==> src/rtl/mult_acc_pkg.sv <==
// rtl/mult_acc_pkg.sv - shared constants and FSM state type for mult_acc
package mult_acc_pkg;

  localparam int OP_W_DEF  = 32;
  localparam int ACC_W_DEF = 64;

  typedef enum logic [2:0] {
    S_IDLE    = 3'd0,
    S_ISSUE   = 3'd1,
    S_RELEASE = 3'd2,
    S_ACCUM   = 3'd3,
    S_OUT     = 3'd4
  } state_t;

endpackage

==> src/rtl/mult_acc.sv <==
// rtl/mult_acc.sv - multiply-accumulate sequencer around an external multiplier
// MULT_ACC_SAT_EN: saturate the sum to all-ones on carry-out instead of wrapping
module mult_acc
  import mult_acc_pkg::*;
#(
  parameter int OP_W  = OP_W_DEF,
  parameter int ACC_W = ACC_W_DEF
) (
  input  logic             clk,
  input  logic             rst,
  input  logic             in_valid,
  output logic             in_ready,
  input  logic [OP_W-1:0]  in_a,
  input  logic [OP_W-1:0]  in_b,
  input  logic             in_last,
  output logic [OP_W-1:0]  mul_multiplicand,
  output logic [OP_W-1:0]  mul_multiplier,
  output logic             mul_enable,
  input  logic             mul_done,
  input  logic [ACC_W-1:0] mul_result,
  output logic             acc_valid,
  input  logic             acc_ready,
  output logic [ACC_W-1:0] acc_result,
  output logic             acc_overflow
);

  state_t           r_state;
  state_t           w_next;
  logic [OP_W-1:0]  r_a;
  logic [OP_W-1:0]  r_b;
  logic             r_last;
  logic [ACC_W-1:0] r_prod;
  logic [ACC_W-1:0] r_acc;
  logic             r_ovf;
  logic [ACC_W:0]   w_sum;
  logic             w_carry;
  logic [ACC_W-1:0] w_acc_next;

  // One extra bit so the carry-out is visible for the sticky overflow flag.
  assign w_sum   = {1'b0, r_acc} + {1'b0, r_prod};
  assign w_carry = w_sum[ACC_W];

`ifdef MULT_ACC_SAT_EN
  assign w_acc_next = w_carry ? {ACC_W{1'b1}} : w_sum[ACC_W-1:0];
`else
  assign w_acc_next = w_sum[ACC_W-1:0];
`endif

  assign mul_multiplicand = r_a;
  assign mul_multiplier   = r_b;
  assign acc_result       = r_acc;
  assign acc_overflow     = r_ovf;

  always_ff @(posedge clk or posedge rst) begin
    if (rst) begin
      r_state <= S_IDLE;
    end else begin
      r_state <= w_next;
    end
  end

  always_comb begin
    w_next     = r_state;
    in_ready   = 1'b0;
    mul_enable = 1'b0;
    acc_valid  = 1'b0;
    case (r_state)
      S_IDLE: begin
        in_ready = ~rst;
        if (in_valid) begin
          w_next = S_ISSUE;
        end
      end
      S_ISSUE: begin
        mul_enable = 1'b1;
        if (mul_done) begin
          w_next = S_RELEASE;
        end
      end
      // Enable stays low until the multiplier drops done, so it never sees a new start early.
      S_RELEASE: begin
        if (!mul_done) begin
          w_next = S_ACCUM;
        end
      end
      S_ACCUM: begin
        w_next = r_last ? S_OUT : S_IDLE;
      end
      S_OUT: begin
        acc_valid = 1'b1;
        if (acc_ready) begin
          w_next = S_IDLE;
        end
      end
      default: begin
        w_next = S_IDLE;
      end
    endcase
  end

  always_ff @(posedge clk or posedge rst) begin
    if (rst) begin
      r_a    <= '0;
      r_b    <= '0;
      r_last <= 1'b0;
      r_prod <= '0;
      r_acc  <= '0;
      r_ovf  <= 1'b0;
    end else begin
      case (r_state)
        S_IDLE: begin
          if (in_valid) begin
            r_a    <= in_a;
            r_b    <= in_b;
            r_last <= in_last;
          end
        end
        S_ISSUE: begin
          if (mul_done) begin
            r_prod <= mul_result;
          end
        end
        S_ACCUM: begin
          r_acc <= w_acc_next;
          if (w_carry) begin
            r_ovf <= 1'b1;
          end
        end
        S_OUT: begin
          if (acc_ready) begin
            r_acc <= '0;
            r_ovf <= 1'b0;
          end
        end
        default: begin
        end
      endcase
    end
  end

endmodule

==> config.mk <==
export PLATFORM = sky130hd
export DESIGN_NAME = mult_acc
export DESIGN_NICKNAME = d
export VERILOG_FILES = /design/src/rtl/mult_acc_pkg.sv /design/src/rtl/mult_acc.sv
export SDC_FILE = /design/constraint.sdc
export NUM_CORES = 1
export LEC_CHECK = 0
export CORE_MARGIN = 2
export CORE_UTILIZATION = 40
export CTS_BUF_LIST = sky130_fd_sc_hd__clkbuf_2 sky130_fd_sc_hd__clkbuf_4 sky130_fd_sc_hd__clkbuf_8
export CTS_CLUSTER_DIAMETER = 60
export DETAILED_ROUTE_END_ITERATION = 10
export PLACE_DENSITY = 0.74
export SLEW_MARGIN = 0
export SYNTH_ARGS = -nofsm -noshare
export SYNTH_HDL_FRONTEND = slang
export SYNTH_SLANG_ARGS = --single-unit
==> constraint.sdc <==
create_clock -name clk -period 7.6 [get_ports clk]
set_clock_uncertainty 0.15 [all_clocks]
set_input_delay 1.14 -clock clk [delete_from_list [all_inputs] [get_ports clk]]
set_output_delay 1.14 -clock clk [all_outputs]
set_load 0.005 [all_outputs]
# [Word level (Yosys, flattened, before mapping)]
# Cells that the tools add are included.
[word_totals] ff_bits=197 latchBits=0 mem_bits_rw=0 romBits=0 elab_cells=39 memories=0
[op_classes] n_addsub=1 n_mul=0 n_div=0 n_lt_le_gt_ge=0 n_eq_ne=9 n_shift=0 mux=14 n_bitwise=1 reduce_logical=7
[op_table] op="64-bit case mux with 2 select lines" count=1
[op_table] op="64-bit by 64-bit adder with 65-bit output" count=1
[op_table] op="64-bit 2-to-1 mux" count=1
[op_table] op="3-bit 2-to-1 mux" count=5
[op_table] op="3-bit case mux with 5 select lines" count=1
[op_table] op="2-bit inequality test, second input constant" count=5
[op_table] op="3-bit by 2-bit equality test with 1-bit output, second input constant" count=2
[op_table] op="2-bit AND reduction" count=3
[op_table] op="1-bit 2-to-1 mux" count=5
[op_table] op="4-bit AND reduction" count=1
[op_table] op="3-bit by 1-bit equality test with 1-bit output, second input constant" count=1
[op_table] op="3-bit equality test, second input constant" count=1
[op_table] op="3-bit logical NOT" count=1
[op_table] op="3-bit AND reduction" count=1
[op_table] op="1-bit case mux with 2 select lines" count=1
[op_table] op="2-bit nonzero test" count=1
[op_table] op="1-bit inverter" count=1

# [Logic depth before layout (Yosys ltp)]
[depth] depth_word=3 mapped_depth=12 ltp_nobuf=12

# [Worst setup path after synthesis]
# Ideal clock, no wire load.
[synth_path] kind="register to register" from="register r_acc[0] (netlist: acc_result[0])" to="register r_acc[60] (netlist: acc_result[60])" t_arrival_ns=2.779 required_ns=7.319 setup_slack_ns=4.540 path_stages_with_launch=13 path_buffers=0 period_less_slack_ns=3.060 cell_sequence="dfrtp_1 -> ha_1 -> fa_1 -> a21o_1 -> nand4_1 -> a21oi_1 -> o2111ai_2 -> nor2_2 -> o311a_4 -> a31oi_4 -> o21ai_2 -> and4_4 -> or3_1"
[synth_between] elab_chain_len=2
[synth_lines] item="from (decl)" line_no="mult_acc.sv:33" rtl="logic [ACC_W-1:0] r_acc;"
[synth_lines] item="from (signal assigned)" line_no="mult_acc.sv:124" rtl="r_acc <= w_acc_next;"
[synth_lines] item="64-bit by 64-bit adder with 65-bit output" line_no="mult_acc.sv:40" rtl="assign w_sum = {1'b0, r_acc} + {1'b0, r_prod};"
[synth_lines] item="64-bit case mux with 2 select lines" line_no="mult_acc.sv:110" rtl="case (r_state)"
# No other way between the ends.
# A chain may end at the register's enable or synchronous reset.

# [Worst setup path in the final report]
[layout_path] from="register r_acc[0] (netlist: acc_result[0])" to="register r_acc[62] (netlist: acc_result[62])"
# The elaborated chain is that of the path after synthesis.

==> results.md <==
* Min-Delay Startpoint: mul_multiplier[11]$_DFFE_PP0P_
* Postcts setup bufs at 0
* 1st-iter DRT viols at approximately 410
* Vias per cell at between 5 and 6
* Slew Limit Fails at 0
* Cts hold-fix bufs at 0
* Die height at 169 um
* Setup TNS at 0 ns
* Core Rows at 60
* Initial antenna violation count at 1
* Avg Cell Area, Syn at 10.3 um^2
* Number of remaining DRC errors at 0
* # fillers at 2381
* Slew of the pin with the lowest slew margin at 0.943 ns
* Area Overhead vs Synth at 31.1%
* Antenna-violating nets left at 0
* Clk Latency, worst-skew pair at 0.48 ns
* Initial Utilization at 0.405
* Buffers plus inverters on the worst setup path at 0
* CP endpoint kind: flop
* Number of CTS-inserted buffers at 17
* WHS Endpoint: mul_multiplier[11]$_DFFE_PP0P_
* Clk buf depth at 2
* Clock H-tree levels at 4
* Die area at 28600 um^2
* Synth Cell Area at between 10000 and 15000 um^2
* GRT overflow at 0
* Vias at 8948
* Worst Path Max Fanout at 4
* Yosys top cell by area: dfrtp_1
* FF+latch count, synth at 197
* R2r worst-path depth at 12
* Synth area leaders: dfrtp_1 (45%), mux2_2 (13%), ha_1 (7.4%)
* Wire per inst at 18.0 um
* Final WL at 29.6 mm
* Fmax at 264 MHz
* Crit path DAT at 3.98 ns
* Slowest cell on the critical path: a31oi_1
* Min-delay worst type: flop to flop
* GRT Resource Usage Total at 0.208
* Fin. Hold Viols at 0
* CTS tree: built
* Slew HR at 0.362
* Top-area cell type share of the netlist area at 0.453
* Post-synth top flop: dfrtp_1
* Cell Pwr Density at between 500 and 600 nW/um^2
* Clock root cell: clkbuf_8
* Core area at approximately 27000 um^2
* Worst Path Required at 7.79 ns
* # nets final at 1488
* Final worst path period need at approximately 3.8 ns
* WHS Path Cells at 1
* RSZ-0062 raised after global routing: false
* Most frequent cells in the layout: clkdlybuf4s50_1 (265), dfrtp_1 (197), mux2_2 (129)
* Number of global-route vias before repair at 9191
* Sequential area share after synthesis at 0.453
* Outcome: finished clean
* Worst IR Drop VDD at 0.244 mV
* Register-to-Register Setup Slack at 3.82 ns
* IO buf count at 265
* CP delay by family, top: compound AO/OA/AOI/OAI gates
* Worst r2r src: acc_result[0]$_DFFE_PP0P_
* Async SR Flop Fraction at 1.00
* CP Class: flop to flop
* Cells after synthesis at between 1000 and 1500
* Cell mode on critical path: o21ai_0
* DP Wirelength at 21.7 mm
* Number of iterations in the first detailed-routing pass at 5
* Chip Width at roughly 170 um
* Post-Syn Nets at 1255
* Maxcap violations at 0
* First-pass GRT wire length at 47.5 mm
* Critical-path cell list: ha_1 > fa_1 > a21o_1 > nand4_1 > a21oi_1 > o21ai_0 > o21ai_0 > a31oi_1 > o2111ai_1 > a21oi_1 > xor2_1 > o21ai_0
* Post-cts gate resize count at 0
* Reg2reg end: acc_result[62]$_DFFE_PP0P_
* Final worst path period share at 0.498
* Multi-input gate area at ~5700 um^2
* EDFF count, synth at 0
* Commonest non-fill, non-tap cell in the layout: clkdlybuf4s50_1
* Share of layout cells above drive strength 1 at 0.142
* Startpoint Class: flop
* Clk sinks at 197
* Pwr Total at 7.32 mW
* Clock transition at path regs at 0.13 ns
* Register Area at 4930 um^2
* Crit path largest cell delay at 0.64 ns
* Largest net degree at the start of global routing at about 130
* Post-synth cell types at 64
* I/O Pins at roughly 270
* Endpoints failing setup at 0
* GPL Wtd Cong at 0.895
* Leak Pwr at slightly above 6 nW
* Synth warn at 0
-- cell type report --
class,instances,share of cell area
sequential,197,0.345
multi-input combinational,780,0.399
antenna,1,0.000175
clock buffer,17,0.0164
clock inverter,14,0.0142
timing repair buffer,271,0.189
tap,341,0.0299
inverter,22,0.00631
-- worst reg2reg max path, cell delays in order, from the launching register on --
cell and delay, ns:
dfrtp_1 0.42, ha_1 0.24, fa_1 0.41, a21o_1 0.21, nand4_1 0.11, a21oi_1 0.14
o21ai_0 0.31, o21ai_0 0.33, a31oi_1 0.64, o2111ai_1 0.24, a21oi_1 0.20, xor2_1 0.16
o21ai_0 0.09
-- cell families after synthesis --
family / Yosys count / share of synthesized area
AOI/OAI and AO/OA: 291 / 0.163
and+or+nand+nor: 235 / 0.100
DFF: 197 / 0.453
muxes: 129 / 0.133
buffers and inverters: 79 / 0.0273
adders and majority gates: 65 / 0.0754
xor gates and xnor gates: 60 / 0.0482
-- worst max-delay path by stage --
stage | startpoint | to | cells past startpoint
after floorplan | rst | acc_overflow$_DFFE_PP0P_ | 1
after global placement | rst | in_ready | 3
after detailed placement | rst | in_ready | 3
after CTS | rst | in_ready | 3
after global routing | acc_result[10]$_DFFE_PP0P_ | acc_result[62]$_DFFE_PP0P_ | 11
final | acc_result[0]$_DFFE_PP0P_ | acc_result[62]$_DFFE_PP0P_ | 12
-- flip-flops by register name (all words and copies together), names as in the netlist --
name,count
acc_result,64
r_last,1
mul_multiplicand,32
acc_overflow,1
r_state,3
r_prod,64
mul_multiplier,32
-- through the flow --
stage / instances / cell area [um^2] / worst slack (ns) / util / hold WS (ns)
3_3_place_gp: 1611 / 13800 / 3.84 / 0.515 / 0.339
6_report: 1643 / 14300 / 3.82 / 0.531 / 0.371
4_1_cts: 1642 / 14300 / 3.83 / 0.531 / 0.374
2_1_floorplan: 1056 / 10900 / 0.941 / - / 0.296
5_1_grt: 1643 / 14300 / 3.61 / 0.531 / 0.386
3_5_place_dp: 1611 / 13800 / 3.84 / 0.515 / 0.345
-- power by group --
part | internal [mW] | total, mW | switching, mW
registers | 1.58 | 1.97 | 0.390
logic | 2.26 | 4.63 | 2.37
clock network | 0.261 | 0.726 | 0.465
total | 4.10 | 7.32 | 3.22
-- synthesized netlist by cell type, types with 15 or more instances --
library cell / n
o21ai_0: 100
a21o_1: 23
nor2_1: 33
a21oi_1: 86
clkbuf_1: 56
ha_1: 64
xnor2_1: 31
nand2_1: 119
inv_1: 22
dfrtp_1: 197
xor2_1: 29
nand4_1: 15
mux2_2: 129
-- layer usage --
layer  GRT usage  vias to the layer above  share of wire  wire length [um]
li1            -                     4264              -                 -
met1       0.256                     4323           0.42             12400
met2       0.346                      325           0.47             14000
met3      0.0678                       36          0.083              2460
met4      0.0702                        0          0.024               697
met5           0                        -              0                 0
Power figures use the tool's default switching activity.
==> RTL edit 1, RTL diff (config.mk and constraints unchanged) <==
Add a define of `MULT_ACC_SAT_EN`.
--- a/src/rtl/mult_acc.sv
+++ b/src/rtl/mult_acc.sv
@@ -2,2 +2,4 @@
 // MULT_ACC_SAT_EN: saturate the sum to all-ones on carry-out instead of wrapping
+`define MULT_ACC_SAT_EN
+
 module mult_acc
Behaviour: same outputs for any inputs over 4 cycles, from zero or initial values and one cycle with rst high; that may be too few to reach the edited logic, so the function may still have changed.
==> RTL edit 1 against the original RTL <==
- area after synthesis grew 4.3%
- sequential share of layout area shrank 1.1 points
- critical path type unchanged
- sequential cell count is the same
- routed wire length grew 7.9%
- die area grew 4.2%
- sequential power is essentially flat
- setup slack lost 48 ps
- global-route usage grew 0.64 points
- largest power group unchanged
- synthesized cell count grew 4.9%
- total power grew 4.3%
- design area grew 3.2%
- highest routed layer unchanged
- fmax shrank 1.3%
==> RTL edit 1: results (changes against the original RTL) <==
The final antenna diode count was 0 (-1); the data arrival time at the worst-slack endpoint was 4110 ps (+130 ps). The tools report the clock network latency to the later pin of the worst-skew pair as 510 ps (+30 ps). For the area occupied by multi-input gates, the log shows 6100 sq um (+7.2%). The count of multi-input combinational gates was 830 (+6.4%); the number of non-clock buffers in the layout was 273 (+0.74%). Among all stages on the critical path, the largest delay is contributed by sky130_fd_sc_hd__or4_1. Fraction of final layout cells with drive strength greater than 1: 14.8% (+0.56 points). The fraction of synthesized area in multiplexers was 13.0% (-0.29 points). Following the worst setup path forward leads to its endpoint at acc_result[9]. The synthesized-area fraction occupied by ao, oa, aoi and oai cells is 18.0% (+1.7 points), and the detailed-placement wirelength estimate is 23,400 um (+7.6%).

The part of the power in combinational logic is 64.5% (+1.3 points). For the maximum resistive drop on vdd, the log shows 0.187 mV (-24%). The delay of the slowest cell on the worst path came out at 580 ps (-60 ps). The logs give 2370 um (-3.5%) for the met3 wirelength from detailed routing and 732 uW (+0.8%) for the clock-net power. The average detailed-routed wire length per instance was 18.4 um (+2.4%); the adder-cell share of the synthesized area was 7.22% (-0.31 points). The run gives 21.5% (+0.64 points) as the global-route usage over all layers.

Worst-path maximum fanout: 39 (+35). In the synthesized netlist, the cells that appear most often are sky130_fd_sc_hd__dfrtp_1, sky130_fd_sc_hd__nand2_1, sky130_fd_sc_hd__mux2_2. The number of stages on the worst hold path works out to 2 (+1). The depth of the worst register-to-register path was 11 (-1). Ranked by total cell area, the synthesized netlist is headed by sky130_fd_sc_hd__dfrtp_1, sky130_fd_sc_hd__mux2_2, sky130_fd_sc_hd__ha_1. The iteration-0 DRC count of the detailed router came out at 649 (+57%). The top-area cell type share of the netlist area was 43.4% (-1.9 points).

The switching power summed over all nets came out at 3.43 mW (+6.6%). The buffer share of cell area works out to 18.4% (-0.48 points). The number of nets produced by synthesis came out at 1,307 (+4.1%). The worst hold path begins at r_last. The post-placement setup slack was 3860 ps (+20.0 ps). The slack of the critical path is 3770 ps (-48.0 ps), and the initial antenna violation count is 0 (-1).

The total routed wire length on the met1 layer came out at 13,900 um (+12%). The pin count of the biggest net entering global routing was 80 (-39%); the non-clock inverter count in the final layout was 21 (-4.5%). The count of cell types in the netlist was 68 (+6.3%); the mean number of vias per cell was 5.44 (-0.20%).

The slew at the pin closest to its max-slew limit was 1010 ps (+70.7 ps). The clock buffer and inverter area fraction after layout was 2.91% (-0.15 points); the first-pass GRT wire length was 51,800 um (+9.1%). The xor and xnor area share after synthesis is 4.39% (-0.43 points). The share of the yosys chip area belonging to registers came out at 43.4% (-1.9 points). The number of flip-flops and latches was 197 (unchanged); the routed length on met2 was 15,000 um (+7.0%).

The most critical setup path has its startpoint at acc_result[23]. The leakage power of the design is 6.47 nW (+7.0%). The global placer's final weighted congestion was 0.917 (+2.5%).

The post-layout net count came out at 1,539 (+3.4%). The run finished with clean final reports. Via count of the first global-routing pass: 9,515 (+3.5%).

The number of search-and-repair iterations in the first detailed-routing pass is 6 (+1).
## RTL edit 1: cell types whose count changed in the layout (fill, tap and decap cells not counted), moves of 6 or more
cell	change
sky130_fd_sc_hd__o21ai_0	-24
sky130_fd_sc_hd__a21oi_1	-13
sky130_fd_sc_hd__a21o_1	+18
sky130_fd_sc_hd__nand2_1	+32
sky130_fd_sc_hd__a221o_1	+12
sky130_fd_sc_hd__a21oi_2	+6
sky130_fd_sc_hd__o21ai_1	+9
## RTL edit 1: metrics by stage
stage	cell area [sq um]	power (mW)	util, %	hold WS [ps]	cells
2_1_floorplan	11400	5.24	-	296	1108
3_3_place_gp	14300	6.77	51.4	314	1699
3_5_place_dp	14300	6.85	51.4	319	1699
4_1_cts	14700	7.63	52.9	355	1731
5_1_grt	14700	8.23	52.9	385	1731
6_report	14700	7.63	52.9	355	1731
## RTL edit 1: routing by layer
layer	global-route usage (%)	vias to the layer above
met2	35.2	310
met5	0	-
met1	27.6	4580
li1	-	4483
met4	6.30	0
met3	6.24	35
==> RTL edit 2, RTL diff (config.mk and constraints unchanged) <==
Made on the original files. Put one more register stage on the output `acc_overflow`, with the module's reset. The value now appears one clock later. The other outputs are not delayed to match.
--- a/src/rtl/mult_acc.sv
+++ b/src/rtl/mult_acc.sv
@@ -51,3 +51,9 @@
   assign acc_result       = r_acc;
-  assign acc_overflow     = r_ovf;
+  always_ff @(posedge clk or posedge rst) begin
+    if (rst) begin
+      acc_overflow <= '0;
+    end else begin
+      acc_overflow <= r_ovf;
+    end
+  end
 
Check against the original RTL: same outputs for any inputs over 4 cycles, from zero or initial values and one cycle with rst high; that may be too few to reach the edited logic, so the function may still have changed.
==> RTL edit 2 against the original RTL <==
- die area grew 1.3%
- routed wire length grew 0.52%
- area after synthesis grew 1.3%
- first-iteration DRC count grew 11%
- design area grew 1.0%
- cell count is the same
- total power grew 1.1%
- setup slack gained 3.0 ps
- clock power grew 3.0%
- sequential cell count grew 1
- largest cell class unchanged
- highest routed layer unchanged
==> RTL edit 2: results (changes against the original RTL) <==
The run finished with clean final reports. Sorting the synthesized cells by area gives the leading types as sky130_fd_sc_hd__dfrtp_1, sky130_fd_sc_hd__mux2_2, sky130_fd_sc_hd__ha_1. Via count: 8,985 (+0.41%). The worst hold path begins at r_ovf. For this run, the leading register cell type out of synthesis is sky130_fd_sc_hd__dfrtp_1. The worst-path maximum fanout was 2 (-2); the TritonCTS buffer count was 17 (unchanged). The iteration-0 DRC count of the detailed router was 458 (+11%); the initial antenna violation count was 0 (-1).

The worst hold path belongs to the class register to register. The run gives 510 ps (+30 ps) as the clock network latency to the later pin of the worst-skew pair. In this run the critical register-to-register path is launched from acc_result[0].

The data arrival time at the worst-slack endpoint was 2490 ps (-1490 ps); the via count of the first global-routing pass was 9,267 (+0.83%). The fraction of final layout cells with drive strength greater than 1 is 14.9% (+0.68 points), and the wire length after detailed routing is 29,700 um (+0.52%). The final hold slack was 250 ps (-121 ps); the clock transition at the register clock pins on the worst setup and hold paths after CTS was 120 ps. The delay of the slowest cell on the worst path was 570 ps (-70 ps); the proportion of register bits with asynchronous set or reset after synthesis was 100% (unchanged). The tools report the number of cells upsized or downsized after cts as 0 (unchanged). For the final cell count without fillers, the log shows 1,643 (unchanged).

The leakage power of the design was 6.09 nW (+0.63%); the global placer's final weighted congestion was 0.919 (+2.7%). The tools report the post-CTS setup repair buffer count as 0 (unchanged). The count of cell types in the netlist came out at 70 (+9.4%).

The run gives 22,100 um (+2.0%) as the detailed-placement wirelength estimate. The number of search-and-repair iterations in the first detailed-routing pass was 5 (unchanged). The run gives 1,488 (unchanged) as the post-layout net count. Ranked by instance count, the synthesized netlist is headed by sky130_fd_sc_hd__dfrtp_1, sky130_fd_sc_hd__mux2_2, sky130_fd_sc_hd__nand2_1.

The worst register-to-register path ends at acc_result[62]. The number of filler instances in the final layout is 2,416 (+1.5%). The maximum resistive drop on vdd is 0.192 mV (-21%). The pin count of the biggest net entering global routing is 92 (-30%). The post-placement setup slack came out at 3790 ps (-50.6 ps). The tools report the clock root buffer as sky130_fd_sc_hd__clkbuf_8. The run gives 1,252 (-0.24%) as the number of nets produced by synthesis. The minimum setup slack among reg-to-reg paths was 4000 ps (+180 ps); the mean cell area of the mapped netlist was 10.5 sq um (+1.6%). The number of stages on the worst hold path works out to 0 (-1). The total of buffers placed on input and output ports was 265 (unchanged); the count of synthesis-stage warnings from yosys was 0 (unchanged). For the final antenna diode count, the log shows 0 (-1).

Depth of the worst register-to-register path: 12 (unchanged). The CTS H-tree depth is 4 (unchanged). The global-route usage over all layers was 21.0% (+0.15 points).

For this design, the slowest cell found on the critical path is sky130_fd_sc_hd__clkdlybuf4s50_1. The max-slew headroom at the worst pin is 40.7% (+4.5 points). The capture endpoint of the worst hold path was acc_overflow.

The buffer depth of the longest clock path was 2 (unchanged). The tools report the share of the yosys chip area belonging to registers as 44.9% (-0.36 points). The cell area reported after detailed placement is 14,000 sq um (+0.99%). For the first-pass GRT wire length, the log shows 48,000 um (+1.0%).
RTL edit 2: worst max path at each step:
stage / startpoint / cells past startpoint / slack (ps) / to
2_1_floorplan: rst / 1 / 910 / acc_overflow
3_3_place_gp: rst / 3 / 3770 / in_ready
3_5_place_dp: rst / 3 / 3790 / in_ready
4_1_cts: rst / 3 / 3770 / in_ready
5_1_grt: acc_result[0] / 12 / 3690 / r_ovf
6_report: rst / 3 / 3820 / in_ready
RTL edit 2: area by class of cell:
| class | count | area [sq um] | area share (%) |
|---|---|---|---|
| inverters | 20 | 82.6 | 0.573 |
| clock buffers | 17 | 234 | 1.62 |
| well taps | 341 | 427 | 2.96 |
| clock inverters | 15 | 210 | 1.46 |
| multi-input cells | 779 | 5800 | 40.2 |
| flip-flops and latches | 198 | 4950 | 34.4 |
| repair buffers | 273 | 2710 | 18.8 |
RTL edit 2: power by group:
| group | total, mW | switching [mW] | internal, mW |
|---|---|---|---|
| logic | 4.68 | 2.39 | 2.29 |
| registers | 1.98 | 0.391 | 1.58 |
| clock network | 0.748 | 0.480 | 0.268 |
| total | 7.40 | 3.26 | 4.14 |
RTL edit 2: critical path, delay by kind of cell:
kind	cells	cell delay [ps]
buffers and inverters	2	1110
AND/OR/NAND/NOR	1	240
RTL edit 2: cells by family after synthesis:
| group | count (synthesis) | share of synthesized area (%) |
|---|---|---|
| buf+inv | 76 | 2.70 |
| mux | 130 | 13.3 |
| xor+xnor | 55 | 4.37 |
| compound gates | 300 | 17.5 |
| simple gates | 229 | 9.81 |
| fa+ha+maj | 65 | 7.44 |
| flops | 198 | 44.9 |
RTL edit 2: metal layers:
layer,up-vias,GRT usage [%],wire (um)
li1,4302,-,-
met1,4350,25.1,12200
met2,302,36.6,14700
met3,31,6.42,2380
met4,0,5.57,449
met5,-,0,0
